## src/rtl/conv2d_stream_pkg.sv

```systemverilog
// Shared definitions for the streaming 3x3 convolver.
//   out_width() : result width needed to hold a 9-term sum of unsigned products
//   state_e     : frame controller states
//   NUM_TAPS    : kernel tap count (3x3)
package conv2d_stream_pkg;

  localparam int NUM_TAPS = 9;

  typedef enum logic [1:0] {
    ST_IDLE  = 2'd0,
    ST_RUN   = 2'd1,
    ST_FLUSH = 2'd2
  } state_e;

  // A product needs pix_w+coef_w bits; summing 9 of them needs 4 more bits.
  function automatic int out_width(input int pix_w, input int coef_w);
    return pix_w + coef_w + 4;
  endfunction

endpackage

```

## src/rtl/conv_line_buffer.sv

```systemverilog
// Fixed-length delay line: data_o is the sample pushed DEPTH enables ago.
// Ports:
//   clk_i, rst_ni : clock, asynchronous active-low reset
//   en_i          : shift strobe (one pixel accepted)
//   data_i        : sample entering the line
//   data_o        : sample leaving the line (valid before the shift)
module conv_line_buffer #(
  parameter int DEPTH = 5,
  parameter int WIDTH = 4
) (
  input  logic             clk_i,
  input  logic             rst_ni,
  input  logic             en_i,
  input  logic [WIDTH-1:0] data_i,
  output logic [WIDTH-1:0] data_o
);

  logic [WIDTH-1:0] sr_q [DEPTH];

  always_ff @(posedge clk_i or negedge rst_ni) begin
    if (!rst_ni) begin
      for (int k = 0; k < DEPTH; k++) sr_q[k] <= '0;
    end else if (en_i) begin
      sr_q[0] <= data_i;
      for (int k = 1; k < DEPTH; k++) sr_q[k] <= sr_q[k-1];
    end
  end

  assign data_o = sr_q[DEPTH-1];

endmodule

```

## src/rtl/conv2d_stream.sv

```systemverilog
// Streaming 3x3 valid-mode convolution over a raster-scanned IMG_H x IMG_W
// frame, with a kernel loadable while idle.
// Ports:
//   clk_i, rst_ni               : clock, asynchronous active-low reset
//   coef_we_i/addr_i/data_i     : kernel tap write (tap r*3+c -> window row r, col c)
//   in_valid_i/in_ready_o/in_data_i : pixel input stream
//   out_valid_o/out_ready_i/out_data_o/out_last_o : result stream, raster order
//   busy_o                      : a frame is in progress
//   frame_done_o                : pulse when the final result of a frame handshakes
module conv2d_stream
  import conv2d_stream_pkg::*;
#(
  parameter int IMG_W  = 5,
  parameter int IMG_H  = 5,
  parameter int PIX_W  = 4,
  parameter int COEF_W = 4,
  localparam int OUT_W = out_width(PIX_W, COEF_W)
) (
  input  logic              clk_i,
  input  logic              rst_ni,
  input  logic              coef_we_i,
  input  logic [3:0]        coef_addr_i,
  input  logic [COEF_W-1:0] coef_data_i,
  input  logic              in_valid_i,
  output logic              in_ready_o,
  input  logic [PIX_W-1:0]  in_data_i,
  output logic              out_valid_o,
  input  logic              out_ready_i,
  output logic [OUT_W-1:0]  out_data_o,
  output logic              out_last_o,
  output logic              busy_o,
  output logic              frame_done_o
);

  localparam int COL_W = $clog2(IMG_W);
  localparam int ROW_W = $clog2(IMG_H);

  state_e            state_q, state_d;
  logic [COL_W-1:0]  col_q, col_d;
  logic [ROW_W-1:0]  row_q, row_d;
  logic [COEF_W-1:0] tap_q [NUM_TAPS];
  logic [PIX_W-1:0]  win_q [3][3];
  logic [PIX_W-1:0]  win_d [3][3];
  logic [PIX_W-1:0]  lb0_out, lb1_out;
  logic [OUT_W-1:0]  prod [NUM_TAPS];
  logic [OUT_W-1:0]  mac_sum;
  logic              out_valid_q, out_valid_d;
  logic [OUT_W-1:0]  out_data_q, out_data_d;
  logic              out_last_q, out_last_d;

  logic accept, col_last, row_last, load, out_hs;

  assign accept   = in_valid_i && in_ready_o;
  assign col_last = (col_q == COL_W'(IMG_W - 1));
  assign row_last = (row_q == ROW_W'(IMG_H - 1));
  // A pixel at row>=2, col>=2 is the bottom-right corner of a complete window.
  assign load     = accept && (row_q >= ROW_W'(2)) && (col_q >= COL_W'(2));
  assign out_hs   = out_valid_q && out_ready_i;

  assign in_ready_o  = (state_q != ST_FLUSH) && (!out_valid_q || out_ready_i);
  assign busy_o      = (state_q != ST_IDLE);
  assign out_valid_o = out_valid_q;
  assign out_data_o  = out_data_q;
  assign out_last_o  = out_last_q;

  // Two chained delay lines give the same column from the two previous rows.
  conv_line_buffer #(.DEPTH(IMG_W), .WIDTH(PIX_W)) u_lb0 (
    .clk_i  (clk_i),
    .rst_ni (rst_ni),
    .en_i   (accept),
    .data_i (in_data_i),
    .data_o (lb0_out)
  );

  conv_line_buffer #(.DEPTH(IMG_W), .WIDTH(PIX_W)) u_lb1 (
    .clk_i  (clk_i),
    .rst_ni (rst_ni),
    .en_i   (accept),
    .data_i (lb0_out),
    .data_o (lb1_out)
  );

  // Window after shifting in the incoming column; the MAC works on this so the
  // result can be registered in the same cycle the completing pixel arrives.
  always_comb begin
    for (int r = 0; r < 3; r++) begin
      win_d[r][0] = win_q[r][1];
      win_d[r][1] = win_q[r][2];
    end
    win_d[0][2] = lb1_out;
    win_d[1][2] = lb0_out;
    win_d[2][2] = in_data_i;
  end

  always_ff @(posedge clk_i or negedge rst_ni) begin
    if (!rst_ni) begin
      for (int r = 0; r < 3; r++)
        for (int c = 0; c < 3; c++) win_q[r][c] <= '0;
    end else if (accept) begin
      for (int r = 0; r < 3; r++)
        for (int c = 0; c < 3; c++) win_q[r][c] <= win_d[r][c];
    end
  end

  genvar gi;
  generate
    for (gi = 0; gi < NUM_TAPS; gi++) begin : g_prod
      assign prod[gi] = OUT_W'(tap_q[gi]) * OUT_W'(win_d[gi / 3][gi % 3]);
    end
  endgenerate

  always_comb begin
    mac_sum = '0;
    for (int k = 0; k < NUM_TAPS; k++) mac_sum = mac_sum + prod[k];
  end

  // Kernel taps: writable only while idle, default to a box filter.
  always_ff @(posedge clk_i or negedge rst_ni) begin
    if (!rst_ni) begin
      for (int k = 0; k < NUM_TAPS; k++) tap_q[k] <= COEF_W'(1);
    end else if (coef_we_i && (state_q == ST_IDLE)) begin
      for (int k = 0; k < NUM_TAPS; k++)
        if (coef_addr_i == 4'(k)) tap_q[k] <= coef_data_i;
    end
  end

  // Raster position of the next pixel.
  always_comb begin
    col_d = col_q;
    row_d = row_q;
    if (accept) begin
      if (col_last) begin
        col_d = '0;
        row_d = row_last ? '0 : row_q + ROW_W'(1);
      end else begin
        col_d = col_q + COL_W'(1);
      end
    end
  end

  // Output register; a load can only coincide with a handshake, never a stall.
  always_comb begin
    out_valid_d = out_valid_q;
    out_data_d  = out_data_q;
    out_last_d  = out_last_q;
    if (out_hs) begin
      out_valid_d = 1'b0;
      out_last_d  = 1'b0;
    end
    if (load) begin
      out_valid_d = 1'b1;
      out_data_d  = mac_sum;
      out_last_d  = row_last && col_last;
    end
  end

  always_comb begin
    state_d      = state_q;
    frame_done_o = 1'b0;
    case (state_q)
      ST_IDLE:  if (accept) state_d = ST_RUN;
      ST_RUN:   if (accept && row_last && col_last) state_d = ST_FLUSH;
      ST_FLUSH: begin
        if (out_hs && out_last_q) begin
          frame_done_o = 1'b1;
          state_d      = ST_IDLE;
        end
      end
      default:  state_d = ST_IDLE;
    endcase
  end

  always_ff @(posedge clk_i or negedge rst_ni) begin
    if (!rst_ni) begin
      state_q     <= ST_IDLE;
      col_q       <= '0;
      row_q       <= '0;
      out_valid_q <= 1'b0;
      out_data_q  <= '0;
      out_last_q  <= 1'b0;
    end else begin
      state_q     <= state_d;
      col_q       <= col_d;
      row_q       <= row_d;
      out_valid_q <= out_valid_d;
      out_data_q  <= out_data_d;
      out_last_q  <= out_last_d;
    end
  end

endmodule

```

## config.mk

```make
export PLATFORM = sky130hd
export DESIGN_NAME = conv2d_stream
export DESIGN_NICKNAME = d
export VERILOG_FILES = /design/src/rtl/conv2d_stream_pkg.sv /design/src/rtl/conv_line_buffer.sv /design/src/rtl/conv2d_stream.sv
export SDC_FILE = /design/constraint.sdc
export NUM_CORES = 1
export LEC_CHECK = 0
export CORE_MARGIN = 1.5
export CORE_UTILIZATION = 45
export DETAILED_ROUTE_END_ITERATION = 10
export PLACE_DENSITY = 0.63
export SYNTH_ARGS = -nofsm -noshare
export SYNTH_HDL_FRONTEND = slang
export SYNTH_SLANG_ARGS = --single-unit
```

## constraint.sdc

```tcl
create_clock -name clk_i -period 6.85 [get_ports clk_i]
set_clock_uncertainty 0.15 [all_clocks]
set_input_delay 1.0275 -clock clk_i [delete_from_list [all_inputs] [get_ports clk_i]]
set_output_delay 1.0275 -clock clk_i [all_outputs]
set_load 0.02 [all_outputs]
```

==> results.yml <==
power:
  power_mw: 1.245
  irDropWorstVdd_mv: 0.1116
  p_leak_nw: 5.556
  power_density_nw_per_um2: 118.7
worst_hold_path:
  min_path_cells: 2
  hp-class: "flip-flop to flip-flop"
critical_path:
  worstPathMaxFanout: 3
  crit_type: "input port to flip-flop"
  crit_path_end_kind: "flip-flop"
  critPathArrivalTime_ns: 6.74
  start_kind: "input port"
  rr_worst_depth: 19
  required_ns: 6.91
cells_and_area:
  layout-drive-gt1-share_pct: 10.51
  area_growth_pct: 12.26
  fill_cells: 1895
  fin_area_um2: 10480
  register_area_um2: 2664
  antenna_cells: 0
  multiInputGateArea_um2: 6008
  nNetsFinal: 1208
grt:
  grt.busiest_layer: "met2"
  grt_first_pass_wirelength_mm: 35.42
  grt_pass1_vias: 6564
  met3_usage_pct: 3.354
  grt_max_degree: 69
  antenna_found_initial: 0
  grtUsageTotal_pct: 21.58
  grt_overflow: 0
  use_met1_pct: 30.86
  grtUsageMet2_pct: 34.30
routing:
  wl_per_cell_um: 16.77
  drt_iter0_drc: 292
  ant_nets: 0
  drcViolationCount: 0
  dr.pass1.iters: 4
  vias_per_cell: 4.808
  via_count: 6058
  wl_mm: 21.13
sta:
  max_freq_mhz: 149.7
  slew_headroom_pct: 39.07
  hold_viol: 0
  tightestPinTransition_ns: 0.9140
  fin_tns_setup_ns: 0
  fin_crit_ns: 6.679
  maxSlewViolCount: 0
  period_share_pct: 97.51
  setup_violations: 0
  rsz0062_at_grt: "true"
yosys:
  post-synth-top-count-cell: "nand2_1"
  yosysSeqAreaShare_pct: 28.53
  avgSynthCellArea_um2: 9.987
  postSynthCellCount: 935
  synth.area.top_cells: "fa_1 (27%), dfrtp_1 (26%), ha_1 (11%), nand2_1 (7.8%), and2_1 (7.2%)"
  synth_largest_area_cell: "fa_1"
  async_flop_share_pct: 100.0
  ys_top_cells_by_count: "nand2_1 (195), inv_1 (178), fa_1 (127)"
  syn_nets: 1158
  ys.flop_type: "dfrtp_1"
  ys_ff_latch: 106
  synth_warnings: 0
  ys_types: 41
  synthesis.area_um2: 9338
  synth_top_area_share_pct: 27.23
  synth_edf_count: 0
floorplan:
  die_w_um: 147.1
  core_area_um2: 20300
  initial_core_util_pct: 46.00
  pin_count: 34
  core.rowCount: 52
  fp.dieArea_um2: 21620
  die_height_um: 147.1
clock_tree:
  cts_tree: "done"
  htree_num_levels: 3
  cts.sinks: 106
  clk_latency_ns: 0.36
  cts_made_buffers: 9
  cts.clk_slew.worst_paths_ns: 0.08
  cts_root_buf: "clkbuf_16"
  clockBufferDepth: 2
placement:
  gp_congestion: 0.8420
  placed_area_um2: 10090
  port_buffers: 33
  dpl.hpwl_mm: 16.56
status:
  status: "finished, final reports clean"
run:
  cap_violations: 0
-- layout make-up --
| class | count | share of cell area (%) |
|---|---|---|
| Multi-Input combinational cell | 637 | 57.32 |
| Sequential cell | 106 | 25.41 |
| Inverter | 178 | 6.374 |
| Timing Repair Buffer | 53 | 4.607 |
| Tap cell | 270 | 3.223 |
| Clock buffer | 11 | 2.411 |
| Clock inverter | 5 | 0.6565 |
-- power breakdown --
part | switching (mW) | internal (mW) | leakage, nW | total [mW]
Clock | 0.263 | 0.311 | 0.156 | 0.574
Sequential | 0.00154 | 0.627 | 1.44 | 0.628
Combinational | 0.0280 | 0.0142 | 3.96 | 0.0423
Total | 0.293 | 0.952 | 5.56 | 1.24
-- flip-flops by register name (all words and copies together) (netlist names) --
signal        cells
col_q             3
out_data_o       12
out_last_o        1
out_valid_o       1
row_q             3
state_q           2
tap_q            36
u_lb0.data_o      4
u_lb0.sr_q       12
u_lb1.data_o      4
u_lb1.sr_q       16
win_d            12
-- cell usage in the layout, fill, tap and decap left out, types with 6 or more instances in the layout --
| cell | count |
|---|---|
| clkdlybuf4s50_1 | 30 |
| and2_1 | 107 |
| a21oi_1 | 6 |
| ha_1 | 76 |
| mux2_2 | 36 |
| o21ai_0 | 15 |
| o21ai_1 | 6 |
| fa_1 | 122 |
| buf_4 | 21 |
| nor2_1 | 12 |
| dfstp_2 | 9 |
| clkbuf_16 | 9 |
| inv_1 | 178 |
| nand2_1 | 195 |
| dfrtp_1 | 97 |
-- worst paths after layout --
kind | from | to | slack, ns
max | in_data_i[2] | out_data_o[11]$_DFFE_PN0P_ | 0.17
min | u_lb0.sr_q[5]$_DFFE_PN0P_ | u_lb0.data_o[1]$_DFFE_PN0P_ | 0.32
max reg2reg | u_lb1.sr_q[17]$_DFFE_PN0P_ | out_data_o[11]$_DFFE_PN0P_ | 0.48
min reg2reg | u_lb0.sr_q[5]$_DFFE_PN0P_ | u_lb0.data_o[1]$_DFFE_PN0P_ | 0.32
max in group asynchronous | rst_ni | out_data_o[5]$_DFFE_PN0P_ | 4.76
min in group asynchronous | rst_ni | u_lb1.data_o[1]$_DFFE_PN0P_ | 0.48
-- what timing repair did --
item,4_1_cts,5_1_grt
pin swaps,1,17
cloned,0,0
hold buffers,0,0
resized for setup,4,14
hold endpoints to repair,0,0
buffers inserted,0,0
setup endpoints to repair,3,5
-- through the flow --
stage / setup slack, ns / hold slack, ns / util, % / std cells
6_report: 0.1706 / 0.3167 / 51.64 / 1260
5_1_grt: -0.02447 / 0.3326 / 51.64 / 1260
4_1_cts: 0.01291 / 0.3185 / 51.33 / 1260
3_5_place_dp: -0.4851 / 0.2984 / 49.69 / 1244
3_3_place_gp: -0.4074 / 0.2974 / 49.69 / 1244
2_1_floorplan: 0.3270 / 0.2886 / - / 935
-- worst max-delay path, cell delays in order --
cell             delay (ns)
clkdlybuf4s50_1        0.49
nand2_1                0.08
fa_1                   0.49
fa_2                   0.55
fa_1                   0.43
fa_1                   0.49
inv_1                  0.05
fa_1                   0.46
fa_1                   0.49
inv_1                  0.05
fa_1                   0.52
inv_1                  0.06
ha_4                   0.24
ha_4                   0.17
fa_2                   0.40
a211oi_2               0.26
o21ai_2                0.10
a311oi_2               0.25
o31ai_1                0.11
-- metal layers --
metal	vias to the layer above	routed length (µm)
li1	2933	-
met1	3001	9750
met2	106	10060
met3	18	973
met4	0	348
met5	-	0
-- kinds of logic (layout without fill, tap and decap cells) --
group	Yosys count	after routing	synth area share, %
mux	41	41	4.985
buf+inv	192	247	7.892
simple gates	345	345	17.83
xor+xnor	3	3	0.2814
compound gates	42	42	2.667
fa+ha+maj	206	206	37.81
flops	106	106	28.53
Note: power is estimated with default switching activity, not from simulation.
